$ cat src/rtl/iiitb_vend_pkg.sv
// Shared vending definitions: change codes, coin values and dispenser states.
// Imported by both the vend FSM and the change dispenser.
package iiitb_vend_pkg;

    localparam logic [2:0] CODE_NONE   = 3'b000;
    localparam logic [2:0] NICKEL      = 3'b001;
    localparam logic [2:0] DIME        = 3'b010;
    localparam logic [2:0] NICKEL_DIME = 3'b011;
    localparam logic [2:0] DIME_DIME   = 3'b100;
    localparam logic [2:0] QUARTER     = 3'b101;

    // Coin values in nickel units; a change code's value equals its amount.
    localparam logic [2:0] NICKEL_VAL  = 3'd1;
    localparam logic [2:0] DIME_VAL    = 3'd2;

    typedef enum logic [2:0] {
        DISP_IDLE,
        DISP_EJECT,
        DISP_WAIT_ACK,
        DISP_DONE,
        DISP_FAULT
    } disp_state_e;

    function automatic logic code_is_legal(input logic [2:0] code);
        return code <= DIME_DIME;
    endfunction

endpackage

$ cat src/rtl/iiitb_coin_tube.sv
// One hopper tube's coin inventory: saturating refill, single-coin decrement.
// Refill and decrement are never requested together by the dispenser.
module iiitb_coin_tube #(
    parameter int CNT_W = 8
) (
    input  logic             clock,
    input  logic             reset,
    input  logic             load_en,
    input  logic [CNT_W-1:0] load_amt,
    input  logic             dec_en,
    output logic [CNT_W-1:0] count
);

    logic [CNT_W-1:0] count_q, count_d;
    logic [CNT_W:0]   sum;

    always_comb begin
        // NOTE: defaults first so every path assigns count_d and no latch is inferred.
        sum     = {1'b0, count_q} + {1'b0, load_amt};
        count_d = count_q;
        if (load_en) begin
            count_d = sum[CNT_W] ? '1 : sum[CNT_W-1:0];
        end else if (dec_en && count_q != '0) begin
            count_d = count_q - CNT_W'(1);
        end
    end

    // NOTE: sequential state is written with <= only, so all flops update together.
    always_ff @(posedge clock or negedge reset) begin
        if (!reset) count_q <= '0;
        else        count_q <= count_d;
    end

    assign count = count_q;

endmodule

$ cat src/rtl/iiitb_change_dispenser.sv
// Pays out a change code as nickels/dimes through a two-tube hopper, one coin
// at a time with an eject/ack handshake and a sticky timeout fault.
module iiitb_change_dispenser #(
    parameter int CNT_W          = 8,
    parameter int TIMEOUT_CYCLES = 1000,
    parameter int TMR_W          = 10
) (
    input  logic             clock,
    input  logic             reset,
    input  logic             change_valid,
    input  logic [2:0]       change_code,
    output logic             change_ready,
    output logic             eject_nickel,
    output logic             eject_dime,
    input  logic             hopper_done,
    input  logic             load_en,
    input  logic [CNT_W-1:0] load_nickels,
    input  logic [CNT_W-1:0] load_dimes,
    input  logic             clear_fault,
    output logic             done,
    output logic             short,
    output logic             fault,
    output logic             busy,
    output logic [CNT_W-1:0] nickel_count,
    output logic [CNT_W-1:0] dime_count
);

    import iiitb_vend_pkg::*;

    localparam logic [TMR_W-1:0] TMR_LAST = TMR_W'(TIMEOUT_CYCLES - 1);

    disp_state_e      state_q;
    logic [2:0]       remaining_q;
    logic [TMR_W-1:0] timer_q;
    logic             short_q;
    logic             coin_dime_q;

    logic       payable;
    logic [2:0] half_amt, dimes_use, nickels_need;
    logic       pick_dime, ack;
    logic [2:0] coin_val;

    // Feasibility on pre-edge counts: spend as many dimes as possible, then nickels.
    always_comb begin
        half_amt     = change_code >> 1;
        dimes_use    = (dime_count >= CNT_W'(half_amt)) ? half_amt : dime_count[2:0];
        nickels_need = change_code - (dimes_use << 1);
        payable      = code_is_legal(change_code) && (CNT_W'(nickels_need) <= nickel_count);
    end

    assign pick_dime = (remaining_q >= DIME_VAL) && (dime_count != '0);
    assign ack       = (state_q == DISP_WAIT_ACK) && hopper_done;
    assign coin_val  = coin_dime_q ? DIME_VAL : NICKEL_VAL;

    always_ff @(posedge clock or negedge reset) begin
        if (!reset) begin
            state_q     <= DISP_IDLE;
            remaining_q <= '0;
            timer_q     <= '0;
            short_q     <= 1'b0;
            coin_dime_q <= 1'b0;
        end else begin
            case (state_q)
                DISP_IDLE: if (change_valid) begin
                    short_q <= 1'b0;
                    if (change_code == CODE_NONE) begin
                        state_q <= DISP_DONE;
                    end else if (!payable) begin
                        short_q <= 1'b1;
                        state_q <= DISP_DONE;
                    end else begin
                        remaining_q <= change_code;
                        state_q     <= DISP_EJECT;
                    end
                end
                DISP_EJECT: begin
                    coin_dime_q <= pick_dime;
                    timer_q     <= '0;
                    state_q     <= DISP_WAIT_ACK;
                end
                DISP_WAIT_ACK: begin
                    // An ack landing on the timeout cycle still counts the coin.
                    if (hopper_done) begin
                        remaining_q <= remaining_q - coin_val;
                        state_q     <= (remaining_q == coin_val) ? DISP_DONE : DISP_EJECT;
                    end else if (timer_q == TMR_LAST) begin
                        state_q <= DISP_FAULT;
                    end else begin
                        timer_q <= timer_q + TMR_W'(1);
                    end
                end
                DISP_DONE: state_q <= DISP_IDLE;
                DISP_FAULT: if (clear_fault) begin
                    state_q     <= DISP_IDLE;
                    remaining_q <= '0;
                end
                default: state_q <= DISP_IDLE;
            endcase
        end
    end

    iiitb_coin_tube #(.CNT_W(CNT_W)) u_nickel_tube (
        .clock    (clock),
        .reset    (reset),
        .load_en  (load_en && state_q == DISP_IDLE),
        .load_amt (load_nickels),
        .dec_en   (ack && !coin_dime_q),
        .count    (nickel_count)
    );

    iiitb_coin_tube #(.CNT_W(CNT_W)) u_dime_tube (
        .clock    (clock),
        .reset    (reset),
        .load_en  (load_en && state_q == DISP_IDLE),
        .load_amt (load_dimes),
        .dec_en   (ack && coin_dime_q),
        .count    (dime_count)
    );

    assign change_ready = (state_q == DISP_IDLE);
    assign busy         = (state_q != DISP_IDLE);
    assign done         = (state_q == DISP_DONE);
    assign short        = (state_q == DISP_DONE) && short_q;
    assign fault        = (state_q == DISP_FAULT);
    assign eject_dime   = (state_q == DISP_EJECT) && pick_dime;
    assign eject_nickel = (state_q == DISP_EJECT) && !pick_dime;

endmodule

$ cat config.mk
export PLATFORM = sky130hd
export DESIGN_NAME = iiitb_change_dispenser
export DESIGN_NICKNAME = d
export VERILOG_FILES = /design/src/rtl/iiitb_vend_pkg.sv /design/src/rtl/iiitb_coin_tube.sv /design/src/rtl/iiitb_change_dispenser.sv
export SDC_FILE = /design/constraint.sdc
export NUM_CORES = 1
export LEC_CHECK = 0
export ABC_CLOCK_PERIOD_IN_PS = 4500
export BUFFER_PORTS_ARGS = -buffer_cell sky130_fd_sc_hd__buf_2
export CORE_ASPECT_RATIO = 1.5
export CORE_MARGIN = 3
export CORE_UTILIZATION = 58
export DETAILED_ROUTE_END_ITERATION = 16
export PLACE_DENSITY = 0.85
export SLEW_MARGIN = 20
export SYNTH_ARGS = -nofsm -noshare
export SYNTH_HDL_FRONTEND = slang
export SYNTH_SLANG_ARGS = --single-unit
$ cat constraint.sdc
create_clock -name clock -period 4.5 [get_ports clock]
set_clock_uncertainty 0.1 [all_clocks]
set_input_delay 0.225 -clock clock [delete_from_list [all_inputs] [get_ports clock]]
set_output_delay 0.225 -clock clock [all_outputs]
set_load 0.005 [all_outputs]
# ---- Word-level counts from Yosys, hierarchy flattened
# Cells that the tools add are included.
dict set report classes {
  add_sub_neg 7
  order_cmp 4
  eq_ne 14
  n_mux 26
  n_reduce_logical 26
}
# op n
set ops {}
lappend ops {{8-bit two-way mux} 6}
lappend ops {{3-bit two-way mux} 8}
lappend ops {{10-bit two-way mux} 2}
lappend ops {{10-bit case mux with 2 select lines} 1}
lappend ops {{8-bit by 8-bit adder with 9-bit output} 2}
lappend ops {{8-bit nonzero test} 2}
lappend ops {{8-bit by 1-bit subtractor with 8-bit output, second input constant} 2}
lappend ops {{2-bit != test, second input constant} 6}
lappend ops {{3-bit case mux with 4 select lines} 1}
lappend ops {{1-bit logical AND} 11}
lappend ops {{10-bit by 1-bit adder with 10-bit output, second input constant} 1}
lappend ops {{10-bit equality test, second input constant} 1}
lappend ops {{2-bit two-way mux} 5}
lappend ops {{3-bit case mux with 3 select lines} 1}
lappend ops {{8-bit by 2-bit >= comparator with 1-bit output} 1}
lappend ops {{3-bit by 8-bit less-or-equal comparator with 1-bit output} 1}
lappend ops {{3-bit by 2-bit equality test with 1-bit output, second input constant} 2}
lappend ops {{3-bit logical NOT} 2}
lappend ops {{3-bit AND reduction} 2}
lappend ops {{6-bit AND reduction} 1}
lappend ops {{2-bit nonzero test} 3}
lappend ops {{3-bit nonzero test} 2}
lappend ops {{3-bit by 1-bit equality test with 1-bit output, second input constant} 1}
lappend ops {{3-bit by 2-bit equality test with 1-bit output} 1}
lappend ops {{10 further kinds} 12}
dict set report totals {
  reg_bits 34
  inputBits 25
}

# ---- Longest topological paths before layout
# Gate-level depths: netlist of run 1.
dict set report logic_depth {
  ltp_word 9
  mapped_depth 15
}

# ---- Modules after synthesis
# A second synthesis of run 1 with hierarchy kept.
dict set report hier_totals {
  hier_cells 353
  area_unflattened_um2 3032.9
}
# module n_inst cells_each area_per_inst_um2 seq_area_each_um2
set modules_own_cells {}
lappend modules_own_cells {iiitb_coin_tube 2 98 837.1 200.2}
lappend modules_own_cells {iiitb_change_dispenser 1 157 1358.8 450.4}

# ---- Worst setup path after synthesis of run 1
# No wires, ideal clock.
dict set report synth_timing {
  path_kind {reg-to-reg}
  start {reg u_dime_tube.count_q[0], in the netlist u_dime_tube.count[0]}
  end {reg remaining_q[1]}
  setup_ns 0.128
  arrival_time_ns 3.111
  required_ns 4.272
  path_slack_ns 1.161
  stages_incl_launch_ff 15
  n_path_buf 0
  period_less_slack_ns 3.339
  cell_sequence {dfrtp_1 -> inv_1 -> ha_1 -> nand2b_1 -> a211o_1 -> nor3_1 -> o21ai_0 -> ha_1 -> inv_1 -> ha_1 -> nor2b_1 -> o21ai_0 -> a211oi_2 -> o22a_1 -> mux2_1}
}
dict set report synth_between {
  elab_chain_cells 7
}
# item line_no
set synth_rtl {}
lappend synth_rtl {{start: declaration} iiitb_coin_tube.sv:14} ;# logic [CNT_W-1:0] count_q, count_d;
lappend synth_rtl {{start signal: assignment} iiitb_coin_tube.sv:31} ;# else count_q <= count_d;
lappend synth_rtl {{8-bit by 2-bit >= comparator with 1-bit output} iiitb_change_dispenser.sv:46} ;# dimes_use = (dime_count >= CNT_W'(half_amt)) ? half_amt : dime_count[2:0];
lappend synth_rtl {{2-bit two-way mux *} iiitb_change_dispenser.sv:46}
lappend synth_rtl {{3-bit subtractor *} iiitb_change_dispenser.sv:47} ;# nickels_need = change_code - (dimes_use << 1);
lappend synth_rtl {{3-bit by 8-bit less-or-equal comparator with 1-bit output *} iiitb_change_dispenser.sv:48} ;# payable = code_is_legal(change_code) && (CNT_W'(nickels_need) <= nickel_count);
lappend synth_rtl {{1-bit logical AND *} iiitb_change_dispenser.sv:48}
lappend synth_rtl {{2-bit by 1-bit != test with 1-bit output (no source line) *} --}
lappend synth_rtl {{6-bit AND reduction (no source line) *} --}
lappend synth_rtl {{end signal: assignment} iiitb_change_dispenser.sv:72} ;# remaining_q <= change_code;
lappend synth_rtl {{end signal: assignment} iiitb_change_dispenser.sv:84} ;# remaining_q <= remaining_q - coin_val;
lappend synth_rtl {{end: declaration} iiitb_change_dispenser.sv:33} ;# logic [2:0] remaining_q;
# Every way passes the cells marked *; elsewhere a longest branch is shown, timed or not.
# A chain may end at the register's enable or synchronous reset.

# ---- Worst setup path after layout of run 1
# Same ends and word-level chain as after synthesis.

==> results of run 1 <==
worst max-delay path, stage by stage (launching register included):
cell	delay [ps]
dfrtp_1	450
inv_1	90
ha_1	270
nand2b_1	140
a211o_1	290
nor3_1	230
o21ai_0	120
ha_1	280
inv_1	40
ha_1	270
nor2b_1	120
o21ai_0	100
a211oi_2	370
o22a_1	270
mux2_1	330
Yosys cell counts (6+ instances only):
library cell	n	area [um^2]
a21oi_1	10	50.1
a21o_1	9	67.6
o211ai_1	9	67.6
xor2_1	8	70.1
inv_1	24	90.1
nand4_1	7	43.8
o21ai_0	15	75.1
ha_1	27	338
dfrtp_1	34	851
nand2_1	24	90.1
nor2b_1	6	37.5
nor2_1	22	82.6
xnor2_1	8	70.1
a22o_1	8	70.1
clkbuf_1	6	22.5
nor3_1	16	80.1
nand2b_1	9	56.3
nand3_1	7	35.0
final cells by class:
cell class	count	area [um^2]	share of cell area
Multi-Input combinational cell	280	2110	0.602
Timing Repair Buffer	49	253	0.0723
Clock buffer	5	68.8	0.0197
Tap cell	66	82.6	0.0236
Inverter	24	90.1	0.0258
Clock inverter	3	45.0	0.0129
Sequential cell	34	851	0.243
cells by family (layout without fill, tap and decap cells):
| group | count (synthesis) | in the layout |
|---|---|---|
| AO/OA/AOI/OAI | 105 | 105 |
| buffers and inverters | 35 | 81 |
| adder cells (fa/ha/maj) | 30 | 30 |
| AND/OR/NAND/NOR | 123 | 123 |
| XOR/XNOR | 16 | 16 |
| multiplexers | 6 | 6 |
| flip-flops | 34 | 34 |
power by group through the flow:
stage | clock (uW) | sequential (uW) | combinational (uW)
finish | 284 | 596 | 996
global route | 298 | 621 | 1120
CTS | 289 | 594 | 1000
detailed placement | 0 | 595 | 995
global placement | 0 | 590 | 964
floorplan | 0 | 508 | 792
stage by stage:
stage / hold slack [ps] / util
after floorplan: -171 / -
after global placement: 243 / 0.674
after detailed placement: 248 / 0.674
after CTS: 90.8 / 0.699
after global routing: 105 / 0.699
final: 101 / 0.699
worst max path at each step:
stage / cells after the start / startpoint / slack (ps) / end
CTS: 14 / u_dime_tube.count[0]$_DFFE_PN0P_ / 880 / remaining_q[1]$_DFFE_PN0P_
detailed placement: 14 / u_dime_tube.count[0]$_DFFE_PN0P_ / 920 / remaining_q[1]$_DFFE_PN0P_
finish: 14 / u_dime_tube.count[0]$_DFFE_PN0P_ / 910 / remaining_q[1]$_DFFE_PN0P_
global placement: 14 / u_dime_tube.count[0]$_DFFE_PN0P_ / 1020 / remaining_q[1]$_DFFE_PN0P_
global route: 14 / u_dime_tube.count[0]$_DFFE_PN0P_ / 640 / remaining_q[1]$_DFFE_PN0P_
floorplan: 14 / u_dime_tube.count[0]$_DFFE_PN0P_ / 1160 / remaining_q[1]$_DFFE_PN0P_
layer usage:
metal | vias to the layer above | routed length (um) | track usage | share of wire
met1 | 1444 | 3060 | 0.284 | 0.41
met5 | - | 0 | 0 | 0
met4 | 0 | 186 | 0.104 | 0.025
met3 | 16 | 237 | 0.0342 | 0.032
li1 | 1413 | - | - | -
met2 | 71 | 4020 | 0.470 | 0.54
state kept, by name (all words and copies together) (netlist names):
name / cells
coin_dime_q: 1
remaining_q: 3
short_q: 1
state_q: 3
timer_q: 10
u_dime_tube.count: 8
u_nickel_tube.count: 8
layout by cell type, fill, tap and decap left out, drive strengths merged, types with 3 or more instances in the layout:
master / synthesis / final
fa: 3 / 3
o21ai: 15 / 15
nand2: 24 / 24
clkbuf: 6 / 5
or3: 3 / 3
buf: 5 / 48
nor2: 22 / 22
mux2i: 5 / 5
nand2b: 9 / 9
dfrtp: 34 / 34
a21oi: 10 / 10
o21a: 5 / 5
or4: 5 / 5
a211o: 3 / 3
nor3: 16 / 16
a22o: 9 / 9
a21o: 9 / 9
o31ai: 3 / 3
ha: 27 / 27
xor2: 8 / 8
a21boi: 4 / 4
o211ai: 9 / 9
a22oi: 3 / 3
nand3: 7 / 7
nand4: 7 / 7
xnor2: 8 / 8
a211oi: 5 / 5
a32oi: 3 / 3
nor2b: 7 / 7
inv: 24 / 24
and3: 4 / 4
o21bai: 3 / 3
==> results.py, run 1 <==
metrics = {
    "status": {
        "status": "completed",
    },
    "finish": {
        "final_area_um2": 3500,
        "nets": 449,
        "drive_above_1_share": 0.170,
        "fillerInstances": 422,
        "insertedDiodeCount": 0,
        "fin_cells": 461,
        "syn2layout_area_growth_pct": 13.1,
    },
    "setup_path": {
        "cp.required_ps": 4570,
        "r2r_cells": 14,
        "critPathKind": "reg -> reg",
        "cp-start-kind": "flip-flop",
        "worst-r2r-setup-slack_ps": 910,
        "arrival_ps": 3660,
        "cp-end-kind": "flip-flop",
        "timing.rr.start": "u_dime_tube.count[0]$_DFFE_PN0P_",
        "crit_fanout": 7,
        "r2r-end": "remaining_q[1]$_DFFE_PN0P_",
    },
    "logic_synthesis": {
        "synth_nets": 404,
        "synth_top_family_by_area": "compound AO/OA/AOI/OAI gates",
        "syn_avg_cell_area_um2": 8.86,
        "yosys.area_share.simple": 0.223,
        "synthArstFlopShare": 1.00,
        "yosys.area_share.adder": 0.129,
        "synth-main-ff-cell": "dfrtp_1",
        "synth_edf_count": 0,
        "synthXorXnorAreaFrac": 0.0453,
        "synth_mux_area_frac": 0.0198,
        "syn_area_um2": 3090,
        "yosysWarnings": 0,
        "ys_seq_elements": 34,
        "netlist-cell-type-count": 71,
        "yosysSeqAreaShare": 0.275,
        "netlist_instances": 349,
        "synth_compound_area_frac": 0.265,
    },
    "die": {
        "initial_core_util": 0.618,
        "core-area_um2": 5000,
        "die_h_um": 95.4,
        "num_rows": 31,
        "die_width_um": 65.6,
        "io_pins": 48,
        "fp.dieArea_um2": 6260,
    },
    "grt": {
        "grt_pass1_vias": 2864,
        "grt_max_degree": 35,
        "overflow": 0,
        "grt.total_usage": 0.253,
        "antenna_found_initial": 0,
        "grt_pass1_wl_mm": 12.6,
    },
    "routing": {
        "routed_wl_mm": 7.51,
        "drt-pass1-iter-count": 4,
        "drtAntennaViolNets": 0,
        "drtIter0Drc": 166,
        "drt-wirelength-per-cell_um": 16.3,
        "drc": 0,
        "vias_per_cell": 6.39,
        "via_count": 2944,
    },
    "sta": {
        "drv_slew": 0,
        "fin_ws_ps": 914,
        "hold_viol": 0,
        "grt_setup_unrepaired": "false",
        "fin_setup_tns_ps": 0,
        "fmax_mhz": 279,
        "layout_min_cycle_time_ps": 3590,
        "tightest_slew_ps": 824,
        "finalCritPeriodShare": 0.797,
        "max-slew-margin-rel": 0.446,
        "setup_violations": 0,
    },
    "clocking": {
        "cts_sinks": 34,
        "clock_latency_ps": 290,
        "clk_path_buf_depth": 2,
        "holdBufCountCts": 1,
        "cts.repair.resized": 0,
        "cts_tree": "done",
        "postCtsSetupBuffers": 0,
        "clkTransAtPathRegs_ps": 70,
        "clk_root_buffer_cell": "clkbuf_8",
        "cts_max_level": 2,
        "numCtsBuffers": 5,
    },
    "power_and_ir_drop": {
        "p_clk_frac": 0.151,
        "switching_share": 0.453,
        "p_leak_uw": 0.00146,
        "total_power_uw": 1880,
        "pwr-share-comb": 0.531,
        "p_seq_frac": 0.318,
        "irDropWorstVdd_mv": 0.289,
        "internal-power_uw": 1030,
        "p_switching_uw": 850,
        "p_per_area_nw_per_um2": 537,
    },
    "min_path": {
        "hp-class": "in -> reg",
        "hold_end": "short_q$_DFFE_PN0P_",
        "holdPathStages": 2,
        "hp-start": "change_valid",
    },
    "flow_run": {
        "maxCapViolCount": 0,
    },
    "placed_design": {
        "portBuffers": 47,
        "finalWeightedCongestion": 0.847,
        "place_ws_ps": 918,
        "place_inst": 452,
        "post_dp_cell_area_um2": 3370,
        "hpwl_mm": 5.83,
    },
}
(Power assumes the default switching activity.)
==> inputs of run 2 (changes only) <==
--- a/config.mk
+++ b/config.mk
@@ -5,13 +5,13 @@
 export SDC_FILE = /design/constraint.sdc
 export NUM_CORES = 1
 export LEC_CHECK = 0
-export ABC_CLOCK_PERIOD_IN_PS = 4500
+export ABC_CLOCK_PERIOD_IN_PS = 3100
 export BUFFER_PORTS_ARGS = -buffer_cell sky130_fd_sc_hd__buf_2
 export CORE_ASPECT_RATIO = 1.5
 export CORE_MARGIN = 3
-export CORE_UTILIZATION = 58
+export CORE_UTILIZATION = 52
 export DETAILED_ROUTE_END_ITERATION = 16
-export PLACE_DENSITY = 0.85
+export PLACE_DENSITY = 0.81
 export SLEW_MARGIN = 20
 export SYNTH_ARGS = -nofsm -noshare
 export SYNTH_HDL_FRONTEND = slang
==> constraint.sdc (replaced) <==
create_clock -name clock -period 3.1 [get_ports clock]
set_clock_uncertainty 0.1 [all_clocks]
set_input_delay 0.155 -clock clock [delete_from_list [all_inputs] [get_ports clock]]
set_output_delay 0.155 -clock clock [all_outputs]
set_load 0.005 [all_outputs]
==> results.py, run 2 (synthesis gave the netlist of run 1 again) <==
metrics = {
    "status": {
        "status": "finished, violations left",
        "violations": "setup timing",
    },
    "finish": {
        "syn2layout_area_growth_pct": 21.4,
        "fin_cells": 486,
        "final_area_um2": 3750,
        "top_register": "timer_q",
        "layout_common_cells": "buf_2, dfrtp_1, ha_1",
        "nets": 470,
        "final_common_cell": "buf_2",
        "multiInputGateArea_um2": 2170,
        "ff_latch_area_um2": 851,
        "insertedDiodeCount": 0,
        "largest_register_ffs": 10,
        "fillerInstances": 489,
        "drive_above_1_share": 0.236,
    },
    "power_and_ir_drop": {
        "switching_share": 0.436,
        "internal-power_uw": 1740,
        "p_clk_frac": 0.164,
        "total_power_uw": 3080,
        "p_switching_uw": 1340,
        "pwr-share-comb": 0.596,
        "irDropWorstVdd_mv": 0.417,
        "p_per_area_nw_per_um2": 820,
        "p_leak_uw": 0.00161,
        "p_seq_frac": 0.240,
    },
    "setup_path": {
        "cp.required_ps": 3180,
        "crit_slowest_cell": "dfrtp_1",
        "cpLargestDelayFamily": "compound AO/OA/AOI/OAI gates",
        "cp_cell_sequence": "inv_1 -> ha_1 -> nand2b_4 -> a211o_1 -> nor3_4 -> o21ai_1 -> ha_2 -> inv_2 -> ha_4 -> nor2b_4 -> o21ai_2 -> a211oi_4 -> o22a_1 -> mux2_4",
        "crit_start": "u_dime_tube.count[0]$_DFFE_PN0P_",
        "timing.rr.start": "u_dime_tube.count[0]$_DFFE_PN0P_",
        "slowest_delay_ps": 380,
        "cp-end-kind": "flip-flop",
        "arrival_ps": 3260,
        "crit_buf_inv": 2,
        "cp-start-kind": "flip-flop",
        "critPathKind": "reg -> reg",
        "crit_fanout": 3,
    },
    "sta": {
        "layout_min_cycle_time_ps": 3190,
        "setup_violations": 2,
        "fin_ws_ps": -85.1,
        "max-slew-margin-rel": 0.415,
        "timing.hold.ws_ps": 64.0,
        "tightest_slew_ps": 870,
        "grt_setup_unrepaired": "true",
        "fmax_mhz": 314,
        "finalCritPeriodShare": 1.03,
        "drv_slew": 0,
        "hold_viol": 0,
    },
    "routing": {
        "drt-pass1-iter-count": 4,
        "drc": 0,
        "vias_per_cell": 6.24,
        "drt-wirelength-per-cell_um": 17.0,
        "drtAntennaViolNets": 0,
        "drtIter0Drc": 177,
        "routed_wl_mm": 8.26,
        "via_count": 3034,
    },
    "clocking": {
        "cts_sinks": 34,
        "numCtsBuffers": 5,
        "cts_tree": "done",
        "clk_root_buffer_cell": "clkbuf_8",
        "clock_latency_ps": 300,
        "clk_path_buf_depth": 2,
        "clkTransAtPathRegs_ps": 70,
        "cts_max_level": 2,
    },
    "die": {
        "die_h_um": 100,
        "io_pins": 48,
        "initial_core_util": 0.551,
        "fp.dieArea_um2": 6930,
        "die_width_um": 69.0,
        "core-area_um2": 5620,
        "num_rows": 33,
    },
    "grt": {
        "grt_pass1_wl_mm": 13.5,
        "antenna_found_initial": 0,
        "overflow": 0,
        "grt.total_usage": 0.253,
        "grt_pass1_vias": 2985,
        "grt_max_degree": 35,
    },
    "placed_design": {
        "finalWeightedCongestion": 0.851,
        "place_inst": 475,
        "post_dp_cell_area_um2": 3530,
        "place_ws_ps": -108,
        "portBuffers": 47,
        "hpwl_mm": 6.24,
    },
    "min_path": {
        "hp-start": "change_valid",
        "hp-class": "in -> reg",
    },
    "flow_run": {
        "maxCapViolCount": 0,
    },
}
run 2: cell count changes in the layout (fill, tap and decap cells not counted), sizes merged:
| cell | delta |
|---|---|
| buf | +21 |
| bufinv | +1 |
| clkinv | +1 |
| clkinvlp | -2 |
run 2: worst paths after layout:
kind,slack (ps),endpoint,cells past startpoint
max in group asynchronous,2020,remaining_q[1]$_DFFE_PN0P_,2
worst max register to register,-90,remaining_q[1]$_DFFE_PN0P_,14
min in group asynchronous,360,timer_q[4]$_DFFE_PN0P_,2
worst min-delay path,60,short_q$_DFFE_PN0P_,2
worst min register to register,460,timer_q[0]$_DFFE_PN0P_,1
worst max-delay path,-90,remaining_q[1]$_DFFE_PN0P_,14
run 2: what timing repair did:
item | CTS | global route
endpoints found under the hold margin | 34 | 0
gates resized for setup | 2 | 9
setup endpoints to repair | 5 | 5
pin swaps | 1 | 2
buffers inserted | 1 | 1
hold buffers | 1 | 0
run 2: worst reg2reg max path, delay by kind of cell (launching register included):
family          cells  cell delay, ps
fa+ha+maj           3             810
simple gates        3             430
mux                 1             310
flops               1             380
buf+inv             2             110
compound gates      5             920
run 2: cell type report:
class,instances,share of cell area
inverters,24,0.0240
clock buffers,5,0.0183
clock inverters,3,0.0183
flip-flops and latches,34,0.227
well taps,70,0.0233
repair buffers,70,0.110
multi-input cells,280,0.579
run 2: power groups by stage:
stage | combinational (uW) | sequential, uW | clock, uW
2_1_floorplan | 1160 | 738 | 0
3_3_place_gp | 1670 | 731 | 0
3_5_place_dp | 1740 | 735 | 0
4_1_cts | 1760 | 734 | 505
5_1_grt | 2030 | 758 | 529
6_report | 1840 | 738 | 504
run 2: per-stage QoR:
stage / util / TNS, ps
6_report: 0.668 / -119
5_1_grt: 0.668 / -877
4_1_cts: 0.658 / -32.4
3_5_place_dp: 0.628 / -210
3_3_place_gp: 0.628 / 0
2_1_floorplan: - / -104
run 2: metal layers:
| layer | part of all wire | GRT usage | vias to the layer above | wire, um |
|---|---|---|---|---|
| met5 | 0 | 0 | - | 0 |
| met4 | 0.024 | 0.0706 | 0 | 197 |
| met3 | 0.044 | 0.0414 | 21 | 360 |
| met2 | 0.55 | 0.461 | 106 | 4560 |
| met1 | 0.38 | 0.294 | 1454 | 3150 |
| li1 | - | - | 1453 | - |
